===== src/rtl/fetch_pkg.sv =====
// fetch_pkg: shared widths, bundle type and slot-ordering helpers.
// Slot 0 always sits in the most significant lane of a flat bus.
package fetch_pkg;

    localparam int FETCH_WIDTH = 4;
    localparam int INSTR_W     = 16;
    localparam int PC_W        = 16;
    localparam int WADDR_W     = 15;
    localparam int IFLAT_W     = FETCH_WIDTH * INSTR_W;
    localparam int AFLAT_W     = FETCH_WIDTH * WADDR_W;

    typedef logic [PC_W-1:0]    pc_t;
    typedef logic [WADDR_W-1:0] waddr_t;
    typedef logic [FETCH_WIDTH-1:0][INSTR_W-1:0] instr_vec_t;

    typedef struct packed {
        pc_t        pc;
        instr_vec_t instr;
    } fetch_bundle_t;

    function automatic instr_vec_t unflatten_instr(
        input logic [IFLAT_W-1:0] flat
    );
        instr_vec_t v;
        v = '0;
        for (int k = 0; k < FETCH_WIDTH; k++)
            v[k] = flat[(FETCH_WIDTH-1-k)*INSTR_W +: INSTR_W];
        return v;
    endfunction

    function automatic logic [IFLAT_W-1:0] flatten_instr(
        input instr_vec_t v
    );
        logic [IFLAT_W-1:0] f;
        f = '0;
        for (int k = 0; k < FETCH_WIDTH; k++)
            f[(FETCH_WIDTH-1-k)*INSTR_W +: INSTR_W] = v[k];
        return f;
    endfunction

    // Consecutive halfword addresses; wraps naturally at 2^15.
    function automatic logic [AFLAT_W-1:0] slot_addrs(
        input waddr_t base
    );
        logic [AFLAT_W-1:0] f;
        f = '0;
        for (int k = 0; k < FETCH_WIDTH; k++)
            f[(FETCH_WIDTH-1-k)*WADDR_W +: WADDR_W] = base + waddr_t'(k);
        return f;
    endfunction

endpackage


===== src/rtl/fetch_bundle_fifo.sv =====
// fetch_bundle_fifo: small bundle buffer between cache and decode.
// Synchronous flush beats push; callers never push into a full buffer.
module fetch_bundle_fifo
    import fetch_pkg::*;
#(
    parameter int DEPTH = 2,
    localparam int CNT_W = $clog2(DEPTH + 1),
    localparam int PTR_W = (DEPTH > 1) ? $clog2(DEPTH) : 1
) (
    input  logic             clk,
    input  logic             rst_n,
    input  logic             flush,
    input  logic             push,
    input  fetch_bundle_t    push_data,
    input  logic             pop,
    output fetch_bundle_t    head,
    output logic [CNT_W-1:0] count
);

    fetch_bundle_t    mem [DEPTH];
    logic [PTR_W-1:0] rd_ptr;
    logic [PTR_W-1:0] wr_ptr;
    logic [CNT_W-1:0] cnt;

    function automatic logic [PTR_W-1:0] nxt(input logic [PTR_W-1:0] p);
        return (p == PTR_W'(DEPTH - 1)) ? '0 : p + 1'b1;
    endfunction

    // Pointer and occupancy bookkeeping; flush empties the buffer.
    always_ff @(posedge clk or negedge rst_n) begin
        if (!rst_n) begin
            rd_ptr <= '0;
            wr_ptr <= '0;
            cnt    <= '0;
        end else if (flush) begin
            rd_ptr <= '0;
            wr_ptr <= '0;
            cnt    <= '0;
        end else begin
            if (push)
                wr_ptr <= nxt(wr_ptr);
            if (pop)
                rd_ptr <= nxt(rd_ptr);
            cnt <= cnt + CNT_W'(push) - CNT_W'(pop);
        end
    end

    // Entry storage; the head slot is never the write target while occupied.
    always_ff @(posedge clk or negedge rst_n) begin
        if (!rst_n) begin
            for (int i = 0; i < DEPTH; i++)
                mem[i] <= '0;
        end else if (push && !flush) begin
            mem[wr_ptr] <= push_data;
        end
    end

    assign head  = mem[rd_ptr];
    assign count = cnt;

endmodule


===== src/rtl/fetch_controller.sv =====
// fetch_controller: issues 4-wide cache reads, tracks the 1-cycle
// response and buffers bundles for decode; redirects flush everything.
module fetch_controller
    import fetch_pkg::*;
#(
    parameter logic [15:0] RESET_PC   = 16'h0000,
    parameter int          FIFO_DEPTH = 2
) (
    input  logic        clk,
    input  logic        rst_n,
    input  logic        redirect_valid,
    input  logic [15:0] redirect_pc,
    output logic [59:0] pc_array_flat,
    input  logic [63:0] instructions_flat,
    output logic        out_valid,
    input  logic        out_ready,
    output logic [15:0] out_pc,
    output logic [63:0] out_instructions_flat
);

    localparam int  CNT_W       = $clog2(FIFO_DEPTH + 1);
    localparam pc_t RESET_FETCH = RESET_PC & 16'hFFFE;

    pc_t             fetch_pc_q;
    pc_t             inflight_pc_q;
    logic            inflight_valid_q;
    pc_t             cur_pc;
    logic            pop;
    logic            issue;
    logic [CNT_W-1:0] fifo_count;
    logic [CNT_W:0]  occupancy;
    fetch_bundle_t   rsp_bundle;
    fetch_bundle_t   head;

    // Address source for this cycle: a redirect overrides the running PC.
    always_comb begin
        cur_pc        = redirect_valid ? (redirect_pc & 16'hFFFE) : fetch_pc_q;
        pc_array_flat = slot_addrs(cur_pc[15:1]);
    end

    assign out_valid = (fifo_count != '0);
    assign pop       = out_valid & out_ready;

    // Credit check: buffered + in flight, less what leaves this cycle.
    assign occupancy = (CNT_W+1)'(fifo_count)
                     + (CNT_W+1)'(inflight_valid_q)
                     - (CNT_W+1)'(pop);
    assign issue     = redirect_valid
                     | (occupancy < (CNT_W+1)'(FIFO_DEPTH));

    // PC and in-flight tracking; the cache read latency is one cycle.
    always_ff @(posedge clk or negedge rst_n) begin
        if (!rst_n) begin
            fetch_pc_q       <= RESET_FETCH;
            inflight_valid_q <= 1'b0;
            inflight_pc_q    <= '0;
        end else begin
            inflight_valid_q <= issue;
            if (issue) begin
                inflight_pc_q <= cur_pc;
                fetch_pc_q    <= cur_pc + 16'd8;
            end
        end
    end

    // Response bundle captured as the cache data arrives.
    always_comb begin
        rsp_bundle       = '0;
        rsp_bundle.pc    = inflight_pc_q;
        rsp_bundle.instr = unflatten_instr(instructions_flat);
    end

    fetch_bundle_fifo #(
        .DEPTH (FIFO_DEPTH)
    ) u_fifo (
        .clk       (clk),
        .rst_n     (rst_n),
        .flush     (redirect_valid),
        .push      (inflight_valid_q),
        .push_data (rsp_bundle),
        .pop       (pop),
        .head      (head),
        .count     (fifo_count)
    );

    // Head is shown only while valid so idle outputs read as zero.
    always_comb begin
        out_pc                = '0;
        out_instructions_flat = '0;
        if (out_valid) begin
            out_pc                = head.pc;
            out_instructions_flat = flatten_instr(head.instr);
        end
    end

endmodule


===== config.mk =====
export PLATFORM = sky130hd
export DESIGN_NAME = fetch_controller
export DESIGN_NICKNAME = d
export VERILOG_FILES = /design/src/rtl/fetch_pkg.sv /design/src/rtl/fetch_bundle_fifo.sv /design/src/rtl/fetch_controller.sv
export SDC_FILE = /design/constraint.sdc
export NUM_CORES = 1
export LEC_CHECK = 0
export CAP_MARGIN = 20
export CORE_MARGIN = 3
export CORE_UTILIZATION = 45
export DETAILED_ROUTE_END_ITERATION = 8
export GPL_ROUTABILITY_DRIVEN = 1
export PLACE_DENSITY = 0.73
export SLEW_MARGIN = 20
export SYNTH_ARGS = -nofsm -noshare
export SYNTH_HDL_FRONTEND = slang
export SYNTH_SLANG_ARGS = --single-unit

===== constraint.sdc =====
create_clock -name clk -period 4.66 [get_ports clk]
set_clock_uncertainty 0.2 [all_clocks]
set_input_delay 0.466 -clock clk [delete_from_list [all_inputs] [get_ports clk]]
set_output_delay 0.466 -clock clk [all_outputs]
set_load 0.01 [all_outputs]

# Word-level counts from Yosys, hierarchy flattened

Index checks and enable logic that the tools add are counted.

Add/subtract/negate cells: 10
Magnitude comparators: 4
Mux-type cells: 16
Bitwise logic cells: 4
Reduce and logical (&&, ||, !) cells: 6

Operators by type and width:

| cell                                                     | count |
|---|---|
| two-way mux 80 bit                                       | 4 |
| bitwise mux 160 bit                                      | 1 |
| demux 80 bit (select 1 bit)                              | 1 |
| two-way mux 64 bit                                       | 1 |
| two-way mux 16 bit                                       | 2 |
| adder 15 x 2 -> 15 bit, second input constant            | 2 |
| adder 16 x 4 -> 16 bit, second input constant            | 1 |
| adder 15 x 1 -> 15 bit, second input constant            | 1 |
| two-way mux 1 bit                                        | 6 |
| nonzero test 2 bit                                       | 3 |
| greater-or-equal comparator 2 bit, second input constant | 2 |
| inverter 1 -> 2 bit                                      | 2 |
| adder 2 x 1 -> 3 bit                                     | 1 |
| < comparator 3 x 2 -> 1 bit, second input constant       | 1 |
| subtractor 3 x 1 -> 3 bit                                | 1 |
| adder 1 bit, second input constant                       | 2 |
| adder 2 x 1 -> 2 bit                                     | 1 |
| logical AND 1 bit                                        | 2 |
| < comparator 2 x 1 -> 1 bit, second input constant       | 1 |
| two-way mux 2 bit                                        | 1 |
| subtractor 2 x 1 -> 2 bit                                | 1 |
| AND 1 bit                                                | 1 |
| zero test 1 bit                                          | 1 |
| OR 1 bit                                                 | 1 |

Bits in registers: 197
Input port bits: 84
Output and inout port bits: 141
Word-level logic and storage cells: 56

# Depth between registers and ports, before layout

Depth in word-level cells: 6
Depth in mapped cells: 14
Depth with buffers taken out: 12

# Modules after synthesis

From an unflattened synthesis, not the netlist that was laid out.

Cell total of the unflattened synthesis: 814
Area total of the unflattened synthesis: 10,622.7 µm²

Modules (own cells, without submodules):

| module            | times used | cells an instance | area an instance (µm²) | seq. area each (µm²) |
|---|---|---|---|---|
| fetch_bundle_fifo | 1          | 444               | 7,533.5                | 4,103.9 |
| fetch_controller  | 1          | 370               | 3,089.2                | 725.7 |

# Worst setup path after synthesis

Ideal clock, no wire load.

Path kind: flip-flop to flip-flop
From: register u_fifo.cnt[1], in the netlist u_fifo.count[1]
To: register inflight_pc_q[10]
Arrival: 2,857 ps
Required time: 4,317 ps
Slack: 1,461 ps
Stages on the path, launching flop included: 15
Clock period less this slack: 3,199 ps
Cell sequence: dfrtp_1 > nor2_1 > inv_1 > and2_1 > ha_1 > inv_1 > ha_1 > fa_1 > xnor2_1 > o21ba_2 > buf_2 > inv_2 > buf_2 > buf_2 > a21oi_1

Word-level cells in the longest chain between the ends: 5
Elaborated cells on any way between the ends: 6
Classes of those cells: add/sub (2); order compare (1); bitwise (2); reduce/logical (1)

Ends and longest elaborated chain:

| item                        | line                    | source |
|---|---|---|
| start, declared             | fetch_bundle_fifo.sv:23 | `logic [CNT_W-1:0] cnt;` |
| start signal, assigned      | fetch_bundle_fifo.sv:44 | `cnt <= cnt + CNT_W'(push) - CNT_W'(pop);` |
| nonzero test 2 bit          | fetch_controller.sv:41  | `assign out_valid = (fifo_count != '0);` |
| via out_valid               | fetch_controller.sv:15  | `output logic out_valid,` |
| AND 1 bit                   | fetch_controller.sv:42  | `assign pop = out_valid & out_ready;` |
| subtractor 3 x 1 -> 3 bit   | fetch_controller.sv:47  | `- (CNT_W+1)'(pop);` |
| < comparator 3 x 2 -> 1 bit | fetch_controller.sv:49  | `\| (occupancy < (CNT_W+1)'(FIFO_DEPTH));` |
| OR 1 bit                    | fetch_controller.sv:49  |  |
| via issue                   | fetch_controller.sv:29  | `logic issue;` |
| end signal, assigned        | fetch_controller.sv:60  | `inflight_pc_q <= cur_pc;` |
| end, declared               | fetch_controller.sv:25  | `pc_t inflight_pc_q;` |

The timed path passes the listed nets, and every way through them passes these cells.
A chain may end at the register's enable or synchronous reset.

# Worst setup path after layout

From: input port redirect_pc[3]
To: output port pc_array_flat[41]

Word-level cells in the longest chain between the ends: 2

Ends and longest elaborated chain:

| item                   | line                   | source |
|---|---|---|
| start, declared        | fetch_controller.sv:12 | `input logic [15:0] redirect_pc,` |
| two-way mux 16 bit     | fetch_controller.sv:37 | `cur_pc = redirect_valid ? (redirect_pc & 16'hFFFE) : fetch_pc_q;` |
| adder 15 x 1 -> 15 bit | fetch_pkg.sv:48        | `f[(FETCH_WIDTH-1-k)*WADDR_W +: WADDR_W] = base + waddr_t'(k);` |
| end, declared          | fetch_controller.sv:13 | `output logic [59:0] pc_array_flat,` |

Every way passes these cells.

==> run metrics <==
run status=completed; number of antenna cells inserted=0; final count of pins violating max slew=0; clk slew on worst S/H paths=roughly 80 ps; number of synthesized flops with an enable pin=0; final total power=8.55 mW; final number of hold-violating endpoints=0; reported leakage power=5.16 nW; crit path setup slack, layout=between 700 and 800 ps; row count=52; post-synthesis register bit count=roughly 190; clock latency reported for the late side of the worst-skew pair=430 ps; share of synthesized registers carrying an async set or reset=1.00; first-pass GRT wire length=38,300 µm; Via Count=6,703; Critical Path Fanout Max=8; dominant cells by area after synthesis=sky130_fd_sc_hd__dfrtp_1, sky130_fd_sc_hd__mux2_2, sky130_fd_sc_hd__mux2i_1, sky130_fd_sc_hd__nor2_1, sky130_fd_sc_hd__xnor2_1; internal cell power=5.52 mW; die footprint=around 23,000 µm²; sum of negative setup slack=0 ps; fraction of power consumed by sequential logic=0.353; switching power summed over all nets=roughly 3.0 mW; antenna viol nets, final=0; total wire length=23,100 µm; clock share of power=0.167; Critical Path Sink Type=primary output; dominant synthesized flop cell=sky130_fd_sc_hd__dfrtp_1; Final Wtd Congestion=0.799; combined global-route utilization of all metal layers=0.201; mean instance size in the synthesized netlist=roughly 12 µm²; clock buffers created by TritonCTS=17; Sink Count=~190; starting utilization of the core area=0.467; total gr overflow=0; combinational share of power=0.480; Boundary Pins=225; placed instance count=1,251; chip width=152 µm; share of the synthesized area in the top cell type=0.497; clock period minus final worst setup slack=just under 4000 ps; pre-CTS WS=727 ps; Data required, critical path=between 3000 and 4000 ps; crit start category=input port; root buffer cell=sky130_fd_sc_hd__clkbuf_16; port buffer count=about 220; synthesis-to-layout area growth=31.0%; DRC violation total after the first TritonRoute iteration=340; # H-tree levels=4; cell count after synthesis=approximately 800; Synthesized Nets=around 900; synth unique cells=51; largest net degree at the start of global routing=129; total of endpoints with negative setup slack in the final report=0; class of the tightest hold or removal check=register to register; cell accounting for the most synthesized area=sky130_fd_sc_hd__dfrtp_1; number of warnings reported in the yosys synthesis log=0; switching part of the total power=0.355; power density cells=678 nW/µm²; number of buffers on the longest clock path=2; proportion of synthesized chip area in sequential cells=0.497; Die Span Y=152 µm; nets=1,093; max-cap violation count=0; via count normalized by instance count=5.22; Netlist Area Pre-Place=9630 µm²; data arrival time of the critical path=3230 ps; post-layout instance count excluding filler cells=between 1,000 and 1,500; HPWL Detailed=15,700 µm; Least-Margin Pin Slew=between 900 and 1000 ps; CTS tree=yes; postcts setup bufs=0; highest attainable clock frequency=0.256 GHz; unrepaired setup endpoints after global routing=false; wire per inst=18.0 µm; vias in the first global route=roughly 7,100; number of antenna violations at the first check in global routing=0; core area=20,600 µm²; DRC violations left=0; number of iterations in the first detailed-routing pass=4; Max IR drop VDD=0.336 mV; fraction of layout cells with a size suffix above 1=0.234; worst setup path category=input port to primary output; post-route clock period utilization=0.837; normalized max-slew margin=0.366
## cell usage after synthesis (all sizes together), types with 2 or more instances
cell    count
xnor2      43
mux2i      88
nor2b       4
inv        21
nand4b      2
and4        3
a22oi       2
ha          7
clkbuf     13
o21a        2
a21o        2
nand4      13
a221oi      2
nand3      13
o21ai       2
dfrtp     191
nor2      102
a31oi       4
nand3b      9
a21oi      17
and2        2
mux2      167
o31ai       6
nand2      25
nand2b      2
buf        42
and3        4
## through the flow
stage / cell area, µm² / utilization / hold slack [ps]
finish: 12600 / 0.611 / 286
global route: 12600 / 0.611 / 317
detailed placement: 12000 / 0.583 / 278
floorplan: 9630 / - / -29.6
global placement: 12000 / 0.583 / 278
CTS: 12600 / 0.611 / 44.9
## worst max-delay path: stages
cell	delay, ps
sky130_fd_sc_hd__clkdlybuf4s50_1	460
sky130_fd_sc_hd__mux2i_1	60
sky130_fd_sc_hd__buf_4	160
sky130_fd_sc_hd__inv_1	190
sky130_fd_sc_hd__ha_1	420
sky130_fd_sc_hd__and2_0	540
sky130_fd_sc_hd__nand4_1	190
sky130_fd_sc_hd__xnor2_1	180
sky130_fd_sc_hd__clkdlybuf4s50_1	550
## layout make-up
cell class	count	area, µm²
Clock buffer	18	439
Multi-Input combinational cell	533	4490
Fill cell	1659	8010
Sequential cell	191	4780
Tap cell	270	338
Timing Repair Buffer	236	2340
Inverter	22	82.6
Clock inverter	14	139
## per-layer routing
layer	GRT usage	share of wire	vias to the layer above
met5	0	0	-
met4	0.0368	0.0076	0
met3	0.0565	0.060	13
met2	0.339	0.48	195
met1	0.263	0.46	3324
li1	-	-	3171
## kinds of logic after synthesis
logic type | Yosys count | share of synthesized area
mux | 255 | 0.287
other cells | 1 | 0.000390
flops | 191 | 0.497
xor+xnor | 44 | 0.0400
buf+inv | 77 | 0.0387
simple gates | 182 | 0.0919
compound gates | 43 | 0.0339
fa+ha+maj | 8 | 0.0112
## cells in the final DEF (no fill, tap or decap), types with 2 or more instances in the layout
cell type,count
sky130_fd_sc_hd__o31ai_2,2
sky130_fd_sc_hd__and4_1,3
sky130_fd_sc_hd__o31ai_1,4
sky130_fd_sc_hd__inv_1,15
sky130_fd_sc_hd__a21o_1,2
sky130_fd_sc_hd__o21ai_0,2
sky130_fd_sc_hd__buf_4,12
sky130_fd_sc_hd__nand4_1,13
sky130_fd_sc_hd__mux2i_1,87
sky130_fd_sc_hd__nand4b_1,2
sky130_fd_sc_hd__inv_6,4
sky130_fd_sc_hd__clkdlybuf4s50_1,220
sky130_fd_sc_hd__nand3_1,11
sky130_fd_sc_hd__inv_2,6
sky130_fd_sc_hd__a31oi_1,4
sky130_fd_sc_hd__nand2_1,25
sky130_fd_sc_hd__dfrtp_1,190
sky130_fd_sc_hd__ha_1,7
sky130_fd_sc_hd__xnor2_1,43
sky130_fd_sc_hd__mux2_2,167
sky130_fd_sc_hd__nand3b_4,3
sky130_fd_sc_hd__o21a_1,2
sky130_fd_sc_hd__a21oi_1,17
sky130_fd_sc_hd__nand2b_1,2
sky130_fd_sc_hd__nor2_1,101
sky130_fd_sc_hd__clkbuf_16,17
sky130_fd_sc_hd__and3_1,4
sky130_fd_sc_hd__nand3_2,2
sky130_fd_sc_hd__nor2b_1,4
sky130_fd_sc_hd__inv_8,5
sky130_fd_sc_hd__nand3b_1,6
sky130_fd_sc_hd__clkinv_4,3
## worst paths after layout
| check | from | end | slack (ps) | cells past startpoint |
|---|---|---|---|---|
| setup / recovery | redirect_pc[3] | pc_array_flat[41] | 760 | 9 |
| hold / removal | fetch_pc_q[15] | fetch_pc_q[15] | 290 | 2 |
| setup reg to reg | u_fifo.count[1] | inflight_pc_q[15] | 1310 | 11 |
| hold reg to reg | fetch_pc_q[15] | fetch_pc_q[15] | 290 | 2 |
| max in group asynchronous | rst_n | u_fifo.mem[93] | 2660 | 3 |
| min in group asynchronous | rst_n | u_fifo.mem[133] | 550 | 2 |
## power groups by stage
stage	clock network [mW]	registers, mW	logic, mW
2_1_floorplan	0	2.85	2.59
3_3_place_gp	0	3.02	4.09
3_5_place_dp	0	3.05	4.15
4_1_cts	1.47	3.02	4.17
5_1_grt	1.54	3.12	4.48
6_report	1.43	3.02	4.11
## sequential cells by signal, indices dropped and copies added (netlist names)
register	count
u_fifo.wr_ptr	1
u_fifo.mem	158
u_fifo.rd_ptr	1
u_fifo.count	2
inflight_pc_q	13
inflight_valid_q	1
fetch_pc_q	15
## repair_timing
| action | 4_1_cts | 5_1_grt |
|---|---|---|
| hold buffers | 0 | 1 |
| resized for setup | 0 | 0 |
| endpoints found under the hold margin | 0 | 2 |
(Power assumes the default switching activity.)
